**src/rtl/tdc_seq_pkg.sv**
```systemverilog
// Shared TDC7200 register map, SPI frame geometry and sequencer state encoding.
// Contents: WR_BIT, REG_* addresses, WR_LEN/RD_LEN, frame indices, state_t.
// Optional macro TDC_CAL_READ_EN: when defined, the CALIB1/CALIB2 read frames are part of the sequence.
package tdc_seq_pkg;

  // The first byte of a frame is {rw, addr}. Bit 6 set means write. Reads leave it clear.
  localparam logic [7:0] WR_BIT         = 8'h40;

  localparam logic [7:0] REG_CONFIG1    = 8'h00;
  localparam logic [7:0] REG_CONFIG2    = 8'h01;
  localparam logic [7:0] REG_INT_STATUS = 8'h02;
  localparam logic [7:0] REG_INT_MASK   = 8'h03;
  localparam logic [7:0] REG_COARSE_H   = 8'h04;
  localparam logic [7:0] REG_COARSE_L   = 8'h05;
  localparam logic [7:0] REG_CLOCK_H    = 8'h06;
  localparam logic [7:0] REG_CLOCK_L    = 8'h07;
  localparam logic [7:0] REG_STOPMSK_H  = 8'h08;
  localparam logic [7:0] REG_STOPMSK_L  = 8'h09;
  localparam logic [7:0] REG_TIME1      = 8'h10;
  localparam logic [7:0] REG_CALIB1     = 8'h1B;
  localparam logic [7:0] REG_CALIB2     = 8'h1C;

  // Write frames carry 2 bytes: cmd and data.
  // Read frames carry 4 bytes: cmd and a 24-bit register.
  localparam int WR_LEN = 2;
  localparam int RD_LEN = 4;

  // Frame indices into the command ROM.
  localparam logic [3:0] FRM_CONFIG1 = 4'd9;
  localparam logic [3:0] FRM_TIME1   = 4'd10;
`ifdef TDC_CAL_READ_EN
  localparam logic [3:0] FRM_LAST    = 4'd12;
`else
  localparam logic [3:0] FRM_LAST    = FRM_TIME1;
`endif

  typedef enum logic [1:0] {
    ST_IDLE = 2'd0,
    ST_SEND = 2'd1,
    ST_GAP  = 2'd2,
    ST_DONE = 2'd3
  } state_t;

endpackage

```
**src/rtl/tdc_cmd_seq_if.sv**
```systemverilog
// SPI byte-stream handshake between the command sequencer and the SPI shifter.
// Signals: out_data/out_last/out_rd/out_ch travel with out_valid. out_ready is returned.
// Modports: master (sequencer side), slave (shifter side).
interface tdc_cmd_seq_if #(
  parameter int NUM_CH = 2
);
  localparam int CHW = (NUM_CH > 1) ? $clog2(NUM_CH) : 1;

  logic [7:0]     out_data;
  logic           out_valid;
  logic           out_ready;
  logic           out_last;
  logic           out_rd;
  logic [CHW-1:0] out_ch;

  modport master (output out_data, out_valid, out_last, out_rd, out_ch,
                  input  out_ready);
  modport slave  (input  out_data, out_valid, out_last, out_rd, out_ch,
                  output out_ready);
endinterface

```
**src/rtl/tdc_cmd_rom.sv**
```systemverilog
// Combinational command table: maps a (frame, byte) index to {byte, last, rd}.
// Ports: i_frame/i_byte index in. o_byte, o_last (final byte of the frame) and o_rd (MISO carries data) out.
// Parameters: COARSE_OVF (written to regs 0x04/0x05) and CONFIG1_START (the measurement trigger).
module tdc_cmd_rom
  import tdc_seq_pkg::*;
#(
  parameter logic [15:0] COARSE_OVF    = 16'h018F,
  parameter logic [7:0]  CONFIG1_START = 8'h81
) (
  input  logic [3:0] i_frame,
  input  logic [1:0] i_byte,
  output logic [7:0] o_byte,
  output logic       o_last,
  output logic       o_rd
);
  logic [7:0] w_reg;
  logic [7:0] w_wdat;
  logic       w_is_rd;

  always_comb begin
    w_reg   = 8'h00;
    w_wdat  = 8'h00;
    w_is_rd = 1'b0;
    case (i_frame)
      4'd0:  begin w_reg = REG_CONFIG2;   w_wdat = 8'h40;            end
      4'd1:  begin w_reg = REG_INT_STATUS; w_wdat = 8'h00;           end
      4'd2:  begin w_reg = REG_INT_MASK;  w_wdat = 8'h07;            end
      4'd3:  begin w_reg = REG_COARSE_H;  w_wdat = COARSE_OVF[15:8]; end
      4'd4:  begin w_reg = REG_COARSE_L;  w_wdat = COARSE_OVF[7:0];  end
      4'd5:  begin w_reg = REG_CLOCK_H;   w_wdat = 8'hFF;            end
      4'd6:  begin w_reg = REG_CLOCK_L;   w_wdat = 8'hFF;            end
      4'd7:  begin w_reg = REG_STOPMSK_H; w_wdat = 8'h00;            end
      4'd8:  begin w_reg = REG_STOPMSK_L; w_wdat = 8'h00;            end
      4'd9:  begin w_reg = REG_CONFIG1;   w_wdat = CONFIG1_START;    end
      4'd10: begin w_reg = REG_TIME1;     w_is_rd = 1'b1;            end
      4'd11: begin w_reg = REG_CALIB1;    w_is_rd = 1'b1;            end
      4'd12: begin w_reg = REG_CALIB2;    w_is_rd = 1'b1;            end
      default: ;
    endcase

    if (w_is_rd) begin
      // The host clocks out zero bytes while the chip shifts back the register.
      o_byte = (i_byte == 2'd0) ? w_reg : 8'h00;
      o_last = (i_byte == 2'(RD_LEN - 1));
      o_rd   = (i_byte != 2'd0);
    end else begin
      o_byte = (i_byte == 2'd0) ? (WR_BIT | w_reg) : w_wdat;
      o_last = (i_byte == 2'(WR_LEN - 1));
      o_rd   = 1'b0;
    end
  end
endmodule

```
**src/rtl/tdc_cmd_seq.sv**
```systemverilog
// TDC7200 configure-and-measure SPI command sequencer.
// Ports: clk/rst (sync, active-high). start/mode/ch/abort control in.
//        bus (tdc_cmd_seq_if.master) byte stream out. busy/done/aborted/err status out.
// Optional macro TDC_CAL_READ_EN: when defined, CALIB1/CALIB2 reads are appended after TIME1.
module tdc_cmd_seq
  import tdc_seq_pkg::*;
#(
  parameter int          NUM_CH        = 2,
  parameter logic [15:0] COARSE_OVF    = 16'h018F,
  parameter int          GAP_CYC       = 2,
  parameter logic [7:0]  CONFIG1_START = 8'h81,
  localparam int         CHW           = (NUM_CH > 1) ? $clog2(NUM_CH) : 1
) (
  input  logic            clk,
  input  logic            rst,
  input  logic            start,
  input  logic            mode,
  input  logic [CHW-1:0]  ch,
  input  logic            abort,
  tdc_cmd_seq_if.master   bus,
  output logic            busy,
  output logic            done,
  output logic            aborted,
  output logic            err
);
  localparam int            GW       = (GAP_CYC > 1) ? $clog2(GAP_CYC) : 1;
  localparam logic [GW-1:0] GAP_LAST = GW'(GAP_CYC - 1);

  state_t         r_state, w_state_nxt;
  logic [3:0]     r_frame, w_frame_nxt;
  logic [1:0]     r_byte,  w_byte_nxt;
  logic [GW-1:0]  r_gap,   w_gap_nxt;
  logic [CHW-1:0] r_ch,    w_ch_nxt;
  logic           r_err,   w_err_nxt;
  logic           r_abt,   w_abt_nxt;

  logic [7:0]     w_rom_byte;
  logic           w_rom_last;
  logic           w_rom_rd;
  logic           w_valid;

  tdc_cmd_rom #(
    .COARSE_OVF    (COARSE_OVF),
    .CONFIG1_START (CONFIG1_START)
  ) u_rom (
    .i_frame (r_frame),
    .i_byte  (r_byte),
    .o_byte  (w_rom_byte),
    .o_last  (w_rom_last),
    .o_rd    (w_rom_rd)
  );

  always_ff @(posedge clk) begin
    if (rst) begin
      r_state <= ST_IDLE;
      r_frame <= '0;
      r_byte  <= '0;
      r_gap   <= '0;
      r_ch    <= '0;
      r_err   <= 1'b0;
      r_abt   <= 1'b0;
    end else begin
      r_state <= w_state_nxt;
      r_frame <= w_frame_nxt;
      r_byte  <= w_byte_nxt;
      r_gap   <= w_gap_nxt;
      r_ch    <= w_ch_nxt;
      r_err   <= w_err_nxt;
      r_abt   <= w_abt_nxt;
    end
  end

  always_comb begin
    w_state_nxt = r_state;
    w_frame_nxt = r_frame;
    w_byte_nxt  = r_byte;
    w_gap_nxt   = r_gap;
    w_ch_nxt    = r_ch;
    w_err_nxt   = 1'b0;
    w_abt_nxt   = 1'b0;
    case (r_state)
      ST_IDLE: begin
        // An abort in the same cycle cancels the start before it takes effect.
        if (start && !abort) begin
          if (int'(ch) >= NUM_CH) begin
            w_err_nxt = 1'b1;
          end else begin
            w_state_nxt = ST_SEND;
            w_ch_nxt    = ch;
            // Mode is consumed here: it only selects the entry frame.
            w_frame_nxt = mode ? FRM_CONFIG1 : 4'd0;
            w_byte_nxt  = 2'd0;
          end
        end
      end
      ST_SEND: begin
        if (abort) begin
          w_state_nxt = ST_IDLE;
          w_abt_nxt   = 1'b1;
          w_frame_nxt = '0;
          w_byte_nxt  = '0;
        end else if (bus.out_ready) begin
          if (w_rom_last) begin
            w_byte_nxt = '0;
            if (r_frame == FRM_LAST) begin
              w_state_nxt = ST_DONE;
              w_frame_nxt = '0;
            end else begin
              w_state_nxt = ST_GAP;
              w_frame_nxt = r_frame + 4'd1;
              w_gap_nxt   = '0;
            end
          end else begin
            w_byte_nxt = r_byte + 2'd1;
          end
        end
      end
      ST_GAP: begin
        if (abort) begin
          w_state_nxt = ST_IDLE;
          w_abt_nxt   = 1'b1;
          w_frame_nxt = '0;
          w_gap_nxt   = '0;
        end else if (r_gap == GAP_LAST) begin
          w_state_nxt = ST_SEND;
        end else begin
          w_gap_nxt = r_gap + GW'(1);
        end
      end
      // The sequence has already completed, so an abort here has nothing to cancel.
      ST_DONE: w_state_nxt = ST_IDLE;
      default: w_state_nxt = ST_IDLE;
    endcase
  end

  // The outputs decode registered state through the ROM. They therefore hold steady during stalls.
  assign w_valid       = (r_state == ST_SEND);
  assign bus.out_valid = w_valid;
  assign bus.out_data  = w_valid ? w_rom_byte : 8'h00;
  assign bus.out_last  = w_valid & w_rom_last;
  assign bus.out_rd    = w_valid & w_rom_rd;
  assign bus.out_ch    = r_ch;
  assign busy          = (r_state == ST_SEND) || (r_state == ST_GAP);
  assign done          = (r_state == ST_DONE);
  assign aborted       = r_abt;
  assign err           = r_err;
endmodule
```
**src/flat_wrapper.sv**
```systemverilog
// flat-port wrapper written by rule: the top's interface ports become plain ports
module tdc_cmd_seq_flat import tdc_seq_pkg::*;
#(
  parameter int          NUM_CH        = 2,
  parameter logic [15:0] COARSE_OVF    = 16'h018F,
  parameter int          GAP_CYC       = 2,
  parameter logic [7:0]  CONFIG1_START = 8'h81,
  localparam int         CHW           = (NUM_CH > 1) ? $clog2(NUM_CH) : 1
)
  (clk, rst, start, mode, ch, abort, busy, done, aborted, err, bus_out_data, bus_out_valid, bus_out_last, bus_out_rd, bus_out_ch, bus_out_ready);
  tdc_cmd_seq_if #(.NUM_CH(NUM_CH)) bus_i ();
  input  logic clk;
  input  logic rst;
  input  logic start;
  input  logic mode;
  input  logic [CHW-1:0] ch;
  input  logic abort;
  output logic busy;
  output logic done;
  output logic aborted;
  output logic err;
  output wire logic [$bits(bus_i.out_data)-1:0] bus_out_data;
  output wire logic [$bits(bus_i.out_valid)-1:0] bus_out_valid;
  output wire logic [$bits(bus_i.out_last)-1:0] bus_out_last;
  output wire logic [$bits(bus_i.out_rd)-1:0] bus_out_rd;
  output wire logic [$bits(bus_i.out_ch)-1:0] bus_out_ch;
  input wire logic [$bits(bus_i.out_ready)-1:0] bus_out_ready;
  assign bus_out_data = bus_i.out_data;
  assign bus_out_valid = bus_i.out_valid;
  assign bus_out_last = bus_i.out_last;
  assign bus_out_rd = bus_i.out_rd;
  assign bus_out_ch = bus_i.out_ch;
  assign bus_i.out_ready = bus_out_ready;
  tdc_cmd_seq #(.NUM_CH(NUM_CH), .COARSE_OVF(COARSE_OVF), .GAP_CYC(GAP_CYC), .CONFIG1_START(CONFIG1_START)) u_core (.clk(clk), .rst(rst), .start(start), .mode(mode), .ch(ch), .abort(abort), .bus(bus_i), .busy(busy), .done(done), .aborted(aborted), .err(err));
endmodule
```
**config.mk**
```make
export PLATFORM = sky130hd
export DESIGN_NAME = tdc_cmd_seq_flat
export DESIGN_NICKNAME = d
export VERILOG_FILES = /design/src/rtl/tdc_seq_pkg.sv /design/src/rtl/tdc_cmd_seq_if.sv /design/src/rtl/tdc_cmd_rom.sv /design/src/rtl/tdc_cmd_seq.sv /design/src/flat_wrapper.sv
export SDC_FILE = /design/constraint.sdc
export NUM_CORES = 1
export LEC_CHECK = 0
export BUFFER_PORTS_ARGS = -buffer_cell sky130_fd_sc_hd__buf_2
export CAP_MARGIN = 0
export CORE_AREA = 8 8 56 58
export DETAILED_ROUTE_END_ITERATION = 7
export DIE_AREA = 0 0 64 66
export HOLD_SLACK_MARGIN = 0.02
export PLACE_DENSITY = 0.72
export SLEW_MARGIN = 15
export SYNTH_ARGS = -nofsm -noshare
export SYNTH_HDL_FRONTEND = slang
export SYNTH_SLANG_ARGS = --single-unit
```
**constraint.sdc**
```tcl
create_clock -name clk -period 1.9 [get_ports clk]
set_clock_uncertainty 0.1 [all_clocks]
set_input_delay 0.285 -clock clk [delete_from_list [all_inputs] [get_ports clk]]
set_output_delay 0.285 -clock clk [all_outputs]
set_load 0.01 [all_outputs]
```
==> results of run 1 <==
[kinds of logic after synthesis]
kind of cell	after synthesis
and+or+nand+nor	60
AOI/OAI and AO/OA	45
buffers and inverters	16
DFF	11
adders and majority gates	5
muxes	5
xor gates and xnor gates	2
other	1
[metrics by stage]
step | TNS, ns | util [%]
6_report | -0.427 | 69.9
5_1_grt | -0.913 | 69.9
4_1_cts | -0.189 | 63.5
3_5_place_dp | -0.0272 | 55.3
3_3_place_gp | 0 | 55.3
2_1_floorplan | 0 | -
[routing by layer]
layer	vias up	global-route usage [%]	routed length (um)
li1	609	-	-
met1	595	16.1	1490
met2	58	29.4	1760
met3	12	2.71	235
met4	0	7.52	95
met5	-	0	0
[state kept, by name, summed over array words and instances, names as in the netlist]
name and flops:
u_core.aborted 1, u_core.bus.out_ch 1, u_core.r_byte 2, u_core.r_frame 4, u_core.r_gap 1, u_core.r_state 2
[power by group through the flow]
| stage | Sequential [uW] | Clock, uW | Combinational [uW] |
|---|---|---|---|
| after floorplan | 278 | 0 | 365 |
| after global placement | 279 | 0 | 547 |
| after detailed placement | 282 | 0 | 560 |
| after CTS | 277 | 174 | 604 |
| after global routing | 288 | 184 | 766 |
| final | 285 | 173 | 713 |
[layout by cell type, fill, tap and decap left out, types with 5 or more instances in the layout]
cell type  Yosys  final
buf_4          1     24
a21oi_2        1      6
o21ai_0       13      7
dfxtp_1       11      5
o21ai_1        0      6
mux2i_1        5      5
nor2_1        18     16
a21oi_1       12      6
buf_2          2     21
buf_6          0      7
nand2b_1      11      7
[critical path, stage by stage, from the launching register on]
cell and delay, ns:
dfxtp_4 0.37, or3b_4 0.43, a21oi_4 0.19, buf_6 0.13, o21a_1 0.11, buf_2 0.12
[final timing paths]
path                       end  slack [ns]  cells after the start
max               bus_out_last       -0.13                      5
min          u_core.bus.out_ch        0.14                      3
max reg2reg  u_core.r_frame[2]       -0.10                      6
min reg2reg  u_core.bus.out_ch        0.40                      2
[cell usage after synthesis, types with 2 or more instances]
cell type   n
o21ai_0    13
nor2_1     18
nand3_1     3
dfxtp_1    11
a211oi_1    2
o21a_1      2
buf_1       2
clkbuf_1    5
nor2b_1     4
nand3b_1    2
nor3_1      4
buf_2       2
mux2i_1     5
o22ai_1     2
a31oi_1     4
nand2b_1   11
ha_1        5
inv_1       6
o21bai_1    2
nand2_1     5
and2_1      3
a21oi_1    12
[cell type report]
class / instances / area [sq um] / area share (%)
Multi-Input combinational cell: 118 / 918 / 56.6
Timing Repair Buffer: 53 / 384 / 23.7
Inverter: 6 / 22.5 / 1.39
Sequential cell: 11 / 233 / 14.4
Tap cell: 30 / 37.5 / 2.31
Clock buffer: 4 / 26.3 / 1.62
[repair_timing]
| action | in CTS | in global routing |
|---|---|---|
| pin swaps | 7 | 12 |
| gates resized for setup | 27 | 32 |
| cloned | 0 | 0 |
| setup endpoints to repair | 12 | 16 |
| hold buffers | 0 | 0 |
| buffers inserted | 10 | 3 |
==> flow_metrics.py, run 1 <==
metrics = {
    "power_and_ir_drop": {
        "cellInternalPower_uw": 672,
        "p_per_area_nw_per_um2": 722,
        "power.switching_uw": 498,
        "p_sw_share_pct": 42.6,
        "irDropWorstVdd_uv": 513,
        "design_power_total_uw": 1170,
        "combPwrFrac_pct": 60.9,
        "power_frac_seq_pct": 24.3,
        "p_leak_uw": 0.000684,
        "clkPwrFrac_pct": 14.8,
    },
    "sta": {
        "drv_slew": 0,
        "hold_slack_ns": 0.143,
        "rsz0062_at_grt": "true",
        "finalHoldViolCount": 0,
        "period_share_pct": 107,
        "fmax_mhz": 494,
        "setup_viol": 6,
        "final.min_clock_period_ns": 2.03,
        "fin_ws_ns": -0.125,
    },
    "routing": {
        "routed_via_density": 5.74,
        "wirelength_um": 3580,
        "ant_nets": 0,
        "vias": 1274,
        "drc": 0,
        "wl_per_cell_um": 16.1,
        "dr.first_iter.drc_count": 72,
        "first_pass_iters": 4,
    },
    "floorplanning": {
        "initial_core_util_pct": 44.8,
        "ios": 23,
        "dieHeight_um": 66,
        "die_area_sq_um": 4220,
        "rows": 18,
        "die_x_um": 64,
        "design.core.area_sq_um": 2320,
    },
    "synthesis": {
        "syn_area_per_cell_sq_um": 7.16,
        "synth_top_family_by_area": "simple AND/OR/NAND/NOR gates",
        "syn_area_sq_um": 1040,
        "yosys_warnings": 0,
        "syn_inst": 145,
        "synth_compound_area_share_pct": 27.8,
        "synth_seq_cells": 11,
        "synth_edf_count": 0,
        "synth_area_leaders": "dfxtp_1, nand2b_1, nor2_1",
        "synth-simple-area-share_pct": 31.7,
        "synth_ff_type": "dfxtp_1",
        "synth-adder-area-share_pct": 6.02,
        "synth_nets": 157,
        "yosys.area_share.xor_xnor_pct": 1.69,
        "synth_top_cell_by_area": "dfxtp_1",
        "ys_types": 44,
        "postSynth.asyncResetShare_pct": 0,
        "ys_seq_area_share_pct": 21.2,
        "muxShareOfSynthArea_pct": 4.82,
        "synth_top_area_share_pct": 21.2,
    },
    "placed_design": {
        "dpl.hpwl_um": 2200,
        "gp_congestion": 0.880,
        "place_ws_ns": -0.0272,
        "portBuffers": 21,
        "place_inst": 205,
        "place_area_sq_um": 1280,
    },
    "final_layout": {
        "nFillCells": 176,
        "n_antenna_cell": 0,
        "area_delta_synth_final_pct": 56.1,
        "stdcell_area_sq_um": 1620,
        "layoutNonFillerInstCount": 222,
        "fin_nets": 205,
        "drive_above_1_share_pct": 49.5,
    },
    "setup_path": {
        "path_class": "reg2out",
        "crit_fanout": 4,
        "critPathCaptureType": "output pin",
        "r2r-start": "u_core.r_frame[0]",
        "crit_start": "u_core.r_frame[0]",
        "required_ns": 1.51,
        "start_kind": "flip-flop",
        "cp.arrival_ns": 1.64,
    },
    "cts": {
        "cts-root-buf": "clkbuf_4",
        "clkTransAtPathRegs_ns": 0.08,
        "htreeDepth": 1,
        "cts_sinks": 11,
        "clock_latency_ns": 0.28,
        "cts_made_buffers": 3,
        "cts_tree": "done",
        "cts_buffer_depth": 2,
    },
    "grt": {
        "overflow": 0,
        "grt_pass1_wl_um": 5440,
        "grt_max_degree": 17,
        "track_usage_pct": 15.5,
        "antenna_found_initial": 0,
        "grt_pass1_vias": 1260,
    },
    "status": {
        "status": "finished with violations",
        "failed_checks": "negative setup slack",
    },
    "flow_run": {
        "cap_violations": 0,
    },
    "min_path": {
        "hold_start": "ch",
        "hold_class": "in2reg",
    },
}
(Power assumes the default switching activity.)
==> run 2: changes to the inputs <==
--- a/config.mk
+++ b/config.mk
@@ -7,11 +7,11 @@
 export LEC_CHECK = 0
 export BUFFER_PORTS_ARGS = -buffer_cell sky130_fd_sc_hd__buf_2
 export CAP_MARGIN = 0
-export CORE_AREA = 8 8 56 58
+export CORE_AREA = 8 8 52 54
 export DETAILED_ROUTE_END_ITERATION = 7
-export DIE_AREA = 0 0 64 66
+export DIE_AREA = 0 0 60 62
 export HOLD_SLACK_MARGIN = 0.02
-export PLACE_DENSITY = 0.72
+export PLACE_DENSITY = 0.81
 export SLEW_MARGIN = 15
 export SYNTH_ARGS = -nofsm -noshare
 export SYNTH_HDL_FRONTEND = slang
==> constraint.sdc (replaced) <==
create_clock -name clk -period 2.5 [get_ports clk]
set_clock_uncertainty 0.1 [all_clocks]
set_input_delay 0.375 -clock clk [delete_from_list [all_inputs] [get_ports clk]]
set_output_delay 0.375 -clock clk [all_outputs]
set_load 0.01 [all_outputs]
==> run 2 against run 1 <==
Net effect:
- the flow now finishes without violations
- first-iteration DRC count fell by 56%
- utilization fell by 6.7 points
- sequential share of layout area rose by 4.0 points
- sequential cell count did not move
- combinational power fell by 50%
- highest routed layer unchanged
- hold slack improved by 0.10 ns
- via count fell by 13%
- non-clock buffer count fell by 27
- worst setup slack improved by 0.30 ns
==> flow_metrics.py, run 2 (synthesis results as in run 1) <==
metrics = {
    "setup_path": {
        "required_ns": 2.03,
        "cp.arrival_ns": 1.85,
        "path_buf_inv": 3,
        "crit_path_max_incr_delay_ns": 0.36,
        "start_kind": "flip-flop",
        "cp_top_family": "buffers and inverters",
        "critPathCaptureType": "output pin",
        "crit_top_cell": "o22ai_1",
        "crit_fanout": 11,
        "critPathSlowestCell": "dfxtp_1",
        "path_class": "reg2out",
        "worstPathCellList": "inv_1, ha_2, buf_4, nand2b_1, o22ai_1, a21oi_1, o22ai_1, and2_1, buf_2",
    },
    "cts": {
        "postCtsSetupBuffers": 0,
        "htreeDepth": 1,
        "cts_buffer_depth": 2,
        "clkTransAtPathRegs_ns": 0.07,
        "clock_latency_ns": 0.27,
        "cts_tree": "done",
        "ctsHoldBuffers": 0,
        "cts_made_buffers": 3,
        "cts_repair_resize_count": 0,
        "cts_sinks": 11,
        "cts-root-buf": "clkbuf_4",
    },
    "sta": {
        "fin_setup_tns_ns": 0,
        "setup_viol": 0,
        "rsz0062_at_grt": "false",
        "hold_slack_ns": 0.245,
        "fmax_mhz": 430,
        "drv_slew": 0,
        "finalHoldViolCount": 0,
        "period_share_pct": 93.0,
        "final.min_clock_period_ns": 2.32,
        "worst_slew_pin_slew_ns": 0.586,
        "relSlewSlack_pct": 60.5,
    },
    "placed_design": {
        "dpl.hpwl_um": 1940,
        "gp_congestion": 0.864,
        "place_inst": 188,
        "place_area_sq_um": 1170,
        "portBuffers": 21,
    },
    "power_and_ir_drop": {
        "p_sw_share_pct": 42.5,
        "power.switching_uw": 298,
        "p_leak_uw": 0.000500,
        "irDropWorstVdd_uv": 520,
        "p_per_area_nw_per_um2": 583,
        "power_frac_seq_pct": 31.2,
        "clkPwrFrac_pct": 17.5,
        "combPwrFrac_pct": 51.4,
        "cellInternalPower_uw": 403,
    },
    "floorplanning": {
        "ios": 23,
        "dieHeight_um": 62,
        "design.core.area_sq_um": 1900,
        "initial_core_util_pct": 54.6,
        "rows": 16,
        "die_area_sq_um": 3720,
        "die_x_um": 60,
    },
    "final_layout": {
        "n_antenna_cell": 0,
        "final_common_cell": "buf_2",
        "fin_nets": 178,
        "largest_reg_flops": 4,
        "final_cell_mix": "buf_2, nor2_1, o21ai_0, a21oi_1",
        "biggestRegsByFlops": "u_core.r_frame: 4 flops, u_core.r_byte: 2 flops, u_core.r_state: 2 flops",
        "largest-register": "u_core.r_frame",
        "layoutNonFillerInstCount": 192,
        "drive_above_1_share_pct": 20.6,
        "utilization_pct": 63.2,
        "stdcell_area_sq_um": 1200,
        "area_delta_synth_final_pct": 15.7,
    },
    "routing": {
        "wl_per_cell_um": 13.3,
        "vias": 1105,
        "routed_via_density": 5.76,
        "dr.first_iter.drc_count": 32,
        "first_pass_iters": 4,
        "drc": 0,
        "wirelength_um": 2550,
        "ant_nets": 0,
    },
    "grt": {
        "antenna_found_initial": 0,
        "track_usage_pct": 14.9,
        "grt_max_degree": 18,
        "grt_pass1_vias": 990,
        "grt_pass1_wl_um": 4330,
        "overflow": 0,
    },
    "status": {
        "status": "complete, no violations",
    },
    "min_path": {
        "hold_class": "in2reg",
    },
    "flow_run": {
        "cap_violations": 0,
    },
}
[run 2: worst paths after layout]
| check | start | to | slack (ns) | depth (start not counted) |
|---|---|---|---|---|
| worst max-delay path | u_core.r_byte[0] | bus_out_data[0] | 0.18 | 9 |
| worst min-delay path | ch | u_core.bus.out_ch | 0.24 | 3 |
| worst max register to register | u_core.r_state[1] | u_core.r_frame[2] | 0.21 | 7 |
| worst min register to register | u_core.r_gap | u_core.r_gap | 0.39 | 1 |
[run 2: layout make-up]
cell class                 count  area, sq um
clock buffer                   3         22.5
clock inverter                 1         5.00
fill                         170          701
inverter                       6         22.5
multi-input combinational    118          754
sequential                    11          220
tap                           27         33.8
timing repair buffer          26          143
[run 2: worst min-delay path: cells and delay by family]
| kind | cells | cell delay [ns] |
|---|---|---|
| buf+inv | 1 | 0.07 |
| simple gates | 1 | 0.08 |
| mux | 1 | 0.05 |
[run 2: layer usage]
metal | global-route usage (%) | share of wire, % | wire length, um
met2 | 25.2 | 50 | 1280
met5 | 0 | 0 | 0
met4 | 2.72 | 0.27 | 7
met1 | 18.2 | 42 | 1080
met3 | 4.32 | 7.1 | 182
[run 2: through the flow]
stage / total power [uW] / setup WS, ns
2_1_floorplan: 487 / 0.540
3_3_place_gp: 566 / 0.377
3_5_place_dp: 579 / 0.238
4_1_cts: 708 / 0.108
5_1_grt: 761 / 0.0453
6_report: 701 / 0.175
[run 2: power groups by stage]
stage / combinational (uW) / clock [uW] / sequential (uW)
final: 360 / 122 / 218
after global routing: 398 / 141 / 222
after CTS: 359 / 131 / 218
after detailed placement: 357 / 0 / 222
after global placement: 345 / 0 / 221
after floorplan: 275 / 0 / 211
